==> src/rtl/mem_arb_if.sv <==
// Shared package and handshake interfaces for the core-to-SRAM arbiter.
// Fetch, load/store and SRAM macro bundles.
package mem_arb_pkg;
  localparam int XW = 32;

  typedef struct packed {
    logic [XW-1:0] addr;
    logic          wr;
    logic [XW-1:0] data;
    logic [3:0]    strobe;
  } ldst_req_t;

  typedef struct packed {
    logic [XW-1:0] data;
    logic          ok;
  } ldst_rsp_t;
endpackage

interface ifetch_if_t #(
  parameter int AW = 32,
  parameter int DW = 32
);
  logic          req_vld;
  logic          req_rdy;
  logic [AW-1:0] req_pc;
  logic          rsp_vld;
  logic          rsp_rdy;
  logic [DW-1:0] rsp_ir;

  modport slave (
    input  req_vld, req_pc, rsp_rdy,
    output req_rdy, rsp_vld, rsp_ir
  );
  modport master (
    output req_vld, req_pc, rsp_rdy,
    input  req_rdy, rsp_vld, rsp_ir
  );
endinterface

interface ldst_if_t;
  import mem_arb_pkg::*;
  logic      req_vld;
  logic      req_rdy;
  ldst_req_t req_pkt;
  ldst_rsp_t rsp_pkt;

  modport slave (
    input  req_vld, req_pkt,
    output req_rdy, rsp_pkt
  );
  modport master (
    output req_vld, req_pkt,
    input  req_rdy, rsp_pkt
  );
endinterface

interface sram_if_t #(
  parameter int SAW = 15,
  parameter int DW  = 32
);
  logic [SAW-1:0] addr;
  logic           wen;
  logic [DW-1:0]  wdata;
  logic [DW-1:0]  rdata;

  modport master (
    output addr, wen, wdata,
    input  rdata
  );
  modport slave (
    input  addr, wen, wdata,
    output rdata
  );
endinterface

==> src/rtl/mem_arb.sv <==
// Single-port SRAM arbiter: load/store priority with a fetch
// starvation guard; partial stores done as read-modify-write.
module mem_arb
  import mem_arb_pkg::*;
#(
  parameter int             AW         = 32,
  parameter int             DW         = 32,
  parameter int             SAW        = 15,
  parameter logic [AW-1:0]  BASE       = 32'h0000_0000,
  parameter int             STARVE_MAX = 4,
  parameter logic [DW-1:0]  BAD_IR     = 32'h0000_0000
) (
  input  logic      clk,
  input  logic      rst_n,
  ifetch_if_t.slave ifetch,
  ldst_if_t.slave   ldst,
  sram_if_t.master  sram
);
  localparam int CW = $clog2(STARVE_MAX + 1);

  typedef enum logic [1:0] {
    IDLE, LS_RD, RMW_RD, IF_RD
  } state_t;

  state_t          state, state_nx;
  logic [CW-1:0]   starve_cnt, starve_nx;
  logic            rsp_vld;
  logic [DW-1:0]   rsp_ir;
  logic            buf_ld;
  logic [DW-1:0]   buf_nx;
  ldst_req_t       pkt;
  ldst_rsp_t       rsp;
  logic            ls_rdy, if_rdy;
  logic [SAW-1:0]  s_addr;
  logic            s_wen;
  logic [DW-1:0]   s_wdata;
  logic [DW-1:0]   merged;
  logic            ls_win, if_win;
  logic            if_pend, ls_gnt, if_gnt;
  logic            unused;

  assign pkt     = ldst.req_pkt;
  assign ls_win  = pkt.addr[AW-1:SAW+2] == BASE[AW-1:SAW+2];
  assign if_win  = ifetch.req_pc[AW-1:SAW+2] == BASE[AW-1:SAW+2];
  assign if_pend = ifetch.req_vld && !rsp_vld;
  assign unused  = ^{pkt.addr[1:0], ifetch.req_pc[1:0]};

  // Grants only exist out of reset so outputs fall to idle at once
  assign ls_gnt = rst_n && state == IDLE && ldst.req_vld &&
                  !(if_pend && starve_cnt == CW'(STARVE_MAX));
  assign if_gnt = rst_n && state == IDLE && !ls_gnt && if_pend;

  always_comb begin
    merged = sram.rdata;
    for (int i = 0; i < DW / 8; i++) begin
      if (pkt.strobe[i]) merged[8*i +: 8] = pkt.data[8*i +: 8];
    end
  end

  always_comb begin
    state_nx  = state;
    starve_nx = starve_cnt;
    s_addr    = '0;
    s_wen     = 1'b0;
    s_wdata   = '0;
    ls_rdy    = 1'b0;
    if_rdy    = 1'b0;
    rsp       = '0;
    buf_ld    = 1'b0;
    buf_nx    = rsp_ir;
    unique case (state)
      IDLE: begin
        if (ls_gnt) begin
          starve_nx = if_pend ? starve_cnt + CW'(1) : '0;
          unique case (1'b1)
            !ls_win: ls_rdy = 1'b1;
            ls_win && pkt.wr && pkt.strobe == 4'hF: begin
              s_addr  = pkt.addr[SAW+1:2];
              s_wen   = 1'b1;
              s_wdata = pkt.data;
              ls_rdy  = 1'b1;
              rsp.ok  = 1'b1;
            end
            ls_win && pkt.wr && pkt.strobe == 4'h0: begin
              ls_rdy = 1'b1;
              rsp.ok = 1'b1;
            end
            ls_win && !pkt.wr: begin
              s_addr   = pkt.addr[SAW+1:2];
              state_nx = LS_RD;
            end
            default: begin
              s_addr   = pkt.addr[SAW+1:2];
              state_nx = RMW_RD;
            end
          endcase
        end else if (if_gnt) begin
          starve_nx = '0;
          if_rdy    = 1'b1;
          if (if_win) begin
            s_addr   = ifetch.req_pc[SAW+1:2];
            state_nx = IF_RD;
          end else begin
            buf_ld = 1'b1;
            buf_nx = BAD_IR;
          end
        end else begin
          starve_nx = '0;
        end
      end
      LS_RD: begin
        ls_rdy   = 1'b1;
        rsp.data = sram.rdata;
        rsp.ok   = 1'b1;
        state_nx = IDLE;
      end
      RMW_RD: begin
        s_addr   = pkt.addr[SAW+1:2];
        s_wen    = 1'b1;
        s_wdata  = merged;
        ls_rdy   = 1'b1;
        rsp.ok   = 1'b1;
        state_nx = IDLE;
      end
      IF_RD: begin
        buf_ld   = 1'b1;
        buf_nx   = sram.rdata;
        state_nx = IDLE;
      end
    endcase
  end

  always_ff @(posedge clk or negedge rst_n) begin
    if (!rst_n) begin
      state      <= IDLE;
      starve_cnt <= '0;
      rsp_vld    <= 1'b0;
      rsp_ir     <= '0;
    end else begin
      state      <= state_nx;
      starve_cnt <= starve_nx;
      if (buf_ld) begin
        rsp_vld <= 1'b1;
        rsp_ir  <= buf_nx;
      end else if (rsp_vld && ifetch.rsp_rdy) begin
        rsp_vld <= 1'b0;
      end
    end
  end

  assign sram.addr      = s_addr;
  assign sram.wen       = s_wen;
  assign sram.wdata     = s_wdata;
  assign ldst.req_rdy   = ls_rdy;
  assign ldst.rsp_pkt   = rsp;
  assign ifetch.req_rdy = if_rdy;
  assign ifetch.rsp_vld = rsp_vld;
  assign ifetch.rsp_ir  = rsp_ir;
endmodule

==> src/flat_wrapper.sv <==
// flat-port wrapper written by rule: the top's interface ports become plain ports
module mem_arb_flat import mem_arb_pkg::*;
#(
  parameter int             AW         = 32,
  parameter int             DW         = 32,
  parameter int             SAW        = 15,
  parameter logic [AW-1:0]  BASE       = 32'h0000_0000,
  parameter int             STARVE_MAX = 4,
  parameter logic [DW-1:0]  BAD_IR     = 32'h0000_0000
)
  (clk, rst_n, ifetch_req_vld, ifetch_req_pc, ifetch_rsp_rdy, ifetch_req_rdy, ifetch_rsp_vld, ifetch_rsp_ir, ldst_req_vld, ldst_req_pkt, ldst_req_rdy, ldst_rsp_pkt, sram_addr, sram_wen, sram_wdata, sram_rdata);
  ifetch_if_t #(.AW(AW), .DW(DW)) ifetch_i ();
  ldst_if_t ldst_i ();
  sram_if_t #(.SAW(SAW), .DW(DW)) sram_i ();
  input  logic clk;
  input  logic rst_n;
  input wire logic [$bits(ifetch_i.req_vld)-1:0] ifetch_req_vld;
  input wire logic [$bits(ifetch_i.req_pc)-1:0] ifetch_req_pc;
  input wire logic [$bits(ifetch_i.rsp_rdy)-1:0] ifetch_rsp_rdy;
  output wire logic [$bits(ifetch_i.req_rdy)-1:0] ifetch_req_rdy;
  output wire logic [$bits(ifetch_i.rsp_vld)-1:0] ifetch_rsp_vld;
  output wire logic [$bits(ifetch_i.rsp_ir)-1:0] ifetch_rsp_ir;
  input wire logic [$bits(ldst_i.req_vld)-1:0] ldst_req_vld;
  input wire logic [$bits(ldst_i.req_pkt)-1:0] ldst_req_pkt;
  output wire logic [$bits(ldst_i.req_rdy)-1:0] ldst_req_rdy;
  output wire logic [$bits(ldst_i.rsp_pkt)-1:0] ldst_rsp_pkt;
  output wire logic [$bits(sram_i.addr)-1:0] sram_addr;
  output wire logic [$bits(sram_i.wen)-1:0] sram_wen;
  output wire logic [$bits(sram_i.wdata)-1:0] sram_wdata;
  input wire logic [$bits(sram_i.rdata)-1:0] sram_rdata;
  assign ifetch_i.req_vld = ifetch_req_vld;
  assign ifetch_i.req_pc = ifetch_req_pc;
  assign ifetch_i.rsp_rdy = ifetch_rsp_rdy;
  assign ifetch_req_rdy = ifetch_i.req_rdy;
  assign ifetch_rsp_vld = ifetch_i.rsp_vld;
  assign ifetch_rsp_ir = ifetch_i.rsp_ir;
  assign ldst_i.req_vld = ldst_req_vld;
  assign ldst_i.req_pkt = ldst_req_pkt;
  assign ldst_req_rdy = ldst_i.req_rdy;
  assign ldst_rsp_pkt = ldst_i.rsp_pkt;
  assign sram_addr = sram_i.addr;
  assign sram_wen = sram_i.wen;
  assign sram_wdata = sram_i.wdata;
  assign sram_i.rdata = sram_rdata;
  mem_arb #(.AW(AW), .DW(DW), .SAW(SAW), .BASE(BASE), .STARVE_MAX(STARVE_MAX), .BAD_IR(BAD_IR)) u_core (.clk(clk), .rst_n(rst_n), .ifetch(ifetch_i), .ldst(ldst_i), .sram(sram_i));
endmodule
==> config.mk <==
export PLATFORM = sky130hd
export DESIGN_NAME = mem_arb_flat
export DESIGN_NICKNAME = d
export VERILOG_FILES = /design/src/rtl/mem_arb_if.sv /design/src/rtl/mem_arb.sv /design/src/flat_wrapper.sv
export SDC_FILE = /design/constraint.sdc
export NUM_CORES = 1
export LEC_CHECK = 0
export ABC_AREA = 1
export BUFFER_PORTS_ARGS = -buffer_cell sky130_fd_sc_hd__buf_2
export CAP_MARGIN = 25
export CORE_ASPECT_RATIO = 2
export CORE_MARGIN = 10
export CORE_UTILIZATION = 30
export CTS_BUF_LIST = sky130_fd_sc_hd__clkbuf_8
export DETAILED_ROUTE_END_ITERATION = 7
export GPL_TIMING_DRIVEN = 0
export MAX_ROUTING_LAYER = met4
export SLEW_MARGIN = 20
export SYNTH_ARGS = -nofsm -noshare
export SYNTH_HDL_FRONTEND = slang
export SYNTH_SLANG_ARGS = --single-unit
==> constraint.sdc <==
create_clock -name clk -period 3.49 [get_ports clk]
set_input_delay 0.5235 -clock clk [delete_from_list [all_inputs] [get_ports clk]]
set_output_delay 0.5235 -clock clk [all_outputs]
set_load 0.005 [all_outputs]
==> results.cfg <==
[sta]
hold_violations = 0
setup-violations-final = 0
finalCriticalPeriod_ps = 3056
fin_ws_ps = 433.6
max_freq_mhz = 327.2
drv_slew = 0
rsz0062_at_grt = no
max_slew_margin = 0.5582
finalCritPeriodShare = 0.8758
finClkSkew_ps = 4.519
tightest_slew_ps = 662.7
setup_tns_ps = 0

[synthesis]
avgSynthCellArea_um2 = 5.956
netlist_instances = 596
yosys-top-cells-area = dfrtp_1 27%, nand2_1 23%, inv_1 12%, o211ai_1 7.0%, nand4_1 6.3%
synth_ff_type = dfrtp_1
async_reset_ff_frac = 1.000
synth_edf_count = 0
syn-num-nets = 742
syn_area_um2 = 3550
synth_cell_type_count = 27
synth_top_cell_by_area = dfrtp_1
synth_top_area_frac = 0.2679
synth.top_cells.by_count = 213 x nand2_1, 114 x inv_1, 38 x dfrtp_1
ys_warn_count = 0
ys_seq_elements = 38
yosysMostFrequentCell = nand2_1
seq_area_frac_synth = 0.2679

[cells_and_area]
multi_input_area_um2 = 1956
seqCellArea_um2 = 950.9
final_net_count = 994
area_delta_synth_final_pct = 42.47
finalCoreUtilization = 0.4348
stdcell_area_um2 = 5057
n_fill_cell = 1347
drive_above_1_share = 0.3333

[placement]
gp_congestion = 0.8588
dp_slack_ps = 289.0
placed_cell_area_um2 = 4957
io_buffers = 245
place_hpwl_um = 14020

[clock_network]
cts_buffers = 5
clkTransAtPathRegs_ps = 80
cts.sinks = 38
clkLatencyLatePin_ps = 290
tritoncts = done
htree_levels = 2
cts_max_path_buffers = 2
cts-root-buf = clkbuf_8

[detailed_routing]
drc = 0
drtIter0Drc = 165
avgViaCountPerCell = 4.604
drt-total-wl_um = 16420
num_vias = 4581
dr.pass1.iters = 4
wire_per_inst_um = 16.50
antenna_left = 0

[die]
core_um2 = 11630
pin_count = 254
start_util = 0.3052
die_w_um = 96.92
die_y_um = 173.8
rows = 56
die_area_um2 = 16850

[pwr]
total_power_mw = 2.756
combPwrFrac = 0.636
p_seq_frac = 0.245
swShare = 0.4908
p_int_mw = 1.404
vdd_drop_max_uv = 243.0
power_frac_clock = 0.119
p_switching_mw = 1.353
p_leak_nw = 3.471
p_per_area_nw_per_um2 = 545.0

[critical_path]
path_max_fanout = 10
cp.required_ps = 2970
arrival_ps = 2530
critPathLaunchType = flip-flop
cp_common_cell = clkbuf_1
crit_slowest_cell = clkbuf_1
path_cells = inv_1 -> ha_1 -> clkbuf_1 -> clkbuf_1 -> nand2_1 -> nand3_1 -> buf_2
endpoint_kind = output pin
crit_type = flip-flop to output pin
slowest_delay_ps = 560

[global_routing]
grt_overflow_total = 0
grt_pass1_vias = 4906
antenna_found_initial = 1
grt.total_usage = 0.1953
grt_max_degree = 40
grt_first_pass_wirelength_um = 26110

[min_path]
hp-class = primary input to asynchronous set/reset pin

[run]
max_cap_violations = 0

[status]
status = finished, final reports clean
sequential cells by signal, indices dropped and copies added, names as in the netlist:
name	count
u_core.ifetch.rsp_ir	32
u_core.starve_cnt	3
u_core.state	2
u_core.ifetch.rsp_vld	1
per-layer routing:
metal,part of all wire,GRT usage,vias up
li1,-,-,2367
met1,0.39,0.2012,1994
met2,0.53,0.3578,193
met3,0.041,0.02555,27
met4,0.036,0.08405,0
met5,0,-,-
cell type report:
cell class                 instances  share of cell area
timing repair buffer             245              0.2429
multi-input combinational        403              0.3867
clock inverter                     2            0.002474
sequential                        38              0.1880
clock buffer                       6             0.01633
buffer                            39             0.04107
antenna                            1           0.0004948
tap                              145             0.03587
inverter                         116             0.08610
worst max-delay path, delay by kind of cell (launching register included):
family	cells	cell delay [ps]
buffers and inverters	4	1300
DFF	1	440
and+or+nand+nor	2	310
adders and majority gates	1	190
what timing repair did:
item,CTS,global route
hold buffers,0,0
setup buffers,0,0
resized for setup,0,1
endpoints found under the setup margin,0,3
stage by stage:
stage,hold WS (ps),std cells
final,228.6,995
after global routing,272.2,995
after CTS,377.9,994
after detailed placement,452.6,986
after global placement,449.9,986
after floorplan,227.9,596
cell families after synthesis:
family / Yosys count / share of synthesized area
buffers and inverters: 155 / 0.1812
XOR/XNOR: 1 / 0.002468
AO/OA/AOI/OAI: 73 / 0.1283
AND/OR/NAND/NOR: 321 / 0.3920
flip-flops: 38 / 0.2679
adder cells (fa/ha/maj): 8 / 0.02820
placed cells by master, fill, tap and decap left out, types with 2 or more instances in the layout:
| cell type | count |
|---|---|
| clkbuf_8 | 6 |
| a21oi_1 | 2 |
| nand2_4 | 2 |
| nor2_1 | 27 |
| buf_2 | 254 |
| nand2_2 | 3 |
| buf_6 | 3 |
| buf_4 | 7 |
| clkbuf_1 | 19 |
| o211ai_1 | 33 |
| dfrtp_1 | 38 |
| nand4_1 | 36 |
| o21ai_0 | 36 |
| ha_1 | 8 |
| inv_1 | 114 |
| nand2_1 | 213 |
| nand3_1 | 34 |
worst paths after layout:
kind | startpoint | slack, ps | endpoint | cells past startpoint
max | u_core.state[0] | 430 | sram_addr[3] | 7
min | rst_n | 230 | u_core.ifetch.rsp_ir[5] | 1
max reg2reg | u_core.state[0] | 1440 | u_core.state[1] | 9
min reg2reg | u_core.ifetch.rsp_ir[25] | 470 | u_core.ifetch.rsp_ir[25] | 2
max in group asynchronous | rst_n | 2880 | u_core.ifetch.rsp_ir[27] | 1
min in group clk | ifetch_rsp_rdy | 410 | u_core.ifetch.rsp_vld | 2
power by group through the flow:
stage          clock, mW  combinational (mW)  sequential [mW]
2_1_floorplan          0               0.947            0.679
3_3_place_gp           0                1.79            0.680
3_5_place_dp           0                1.79            0.684
4_1_cts            0.334                1.80            0.676
5_1_grt            0.355                2.00            0.691
6_report           0.328                1.75            0.675
Note: power is estimated with default switching activity, not from simulation.
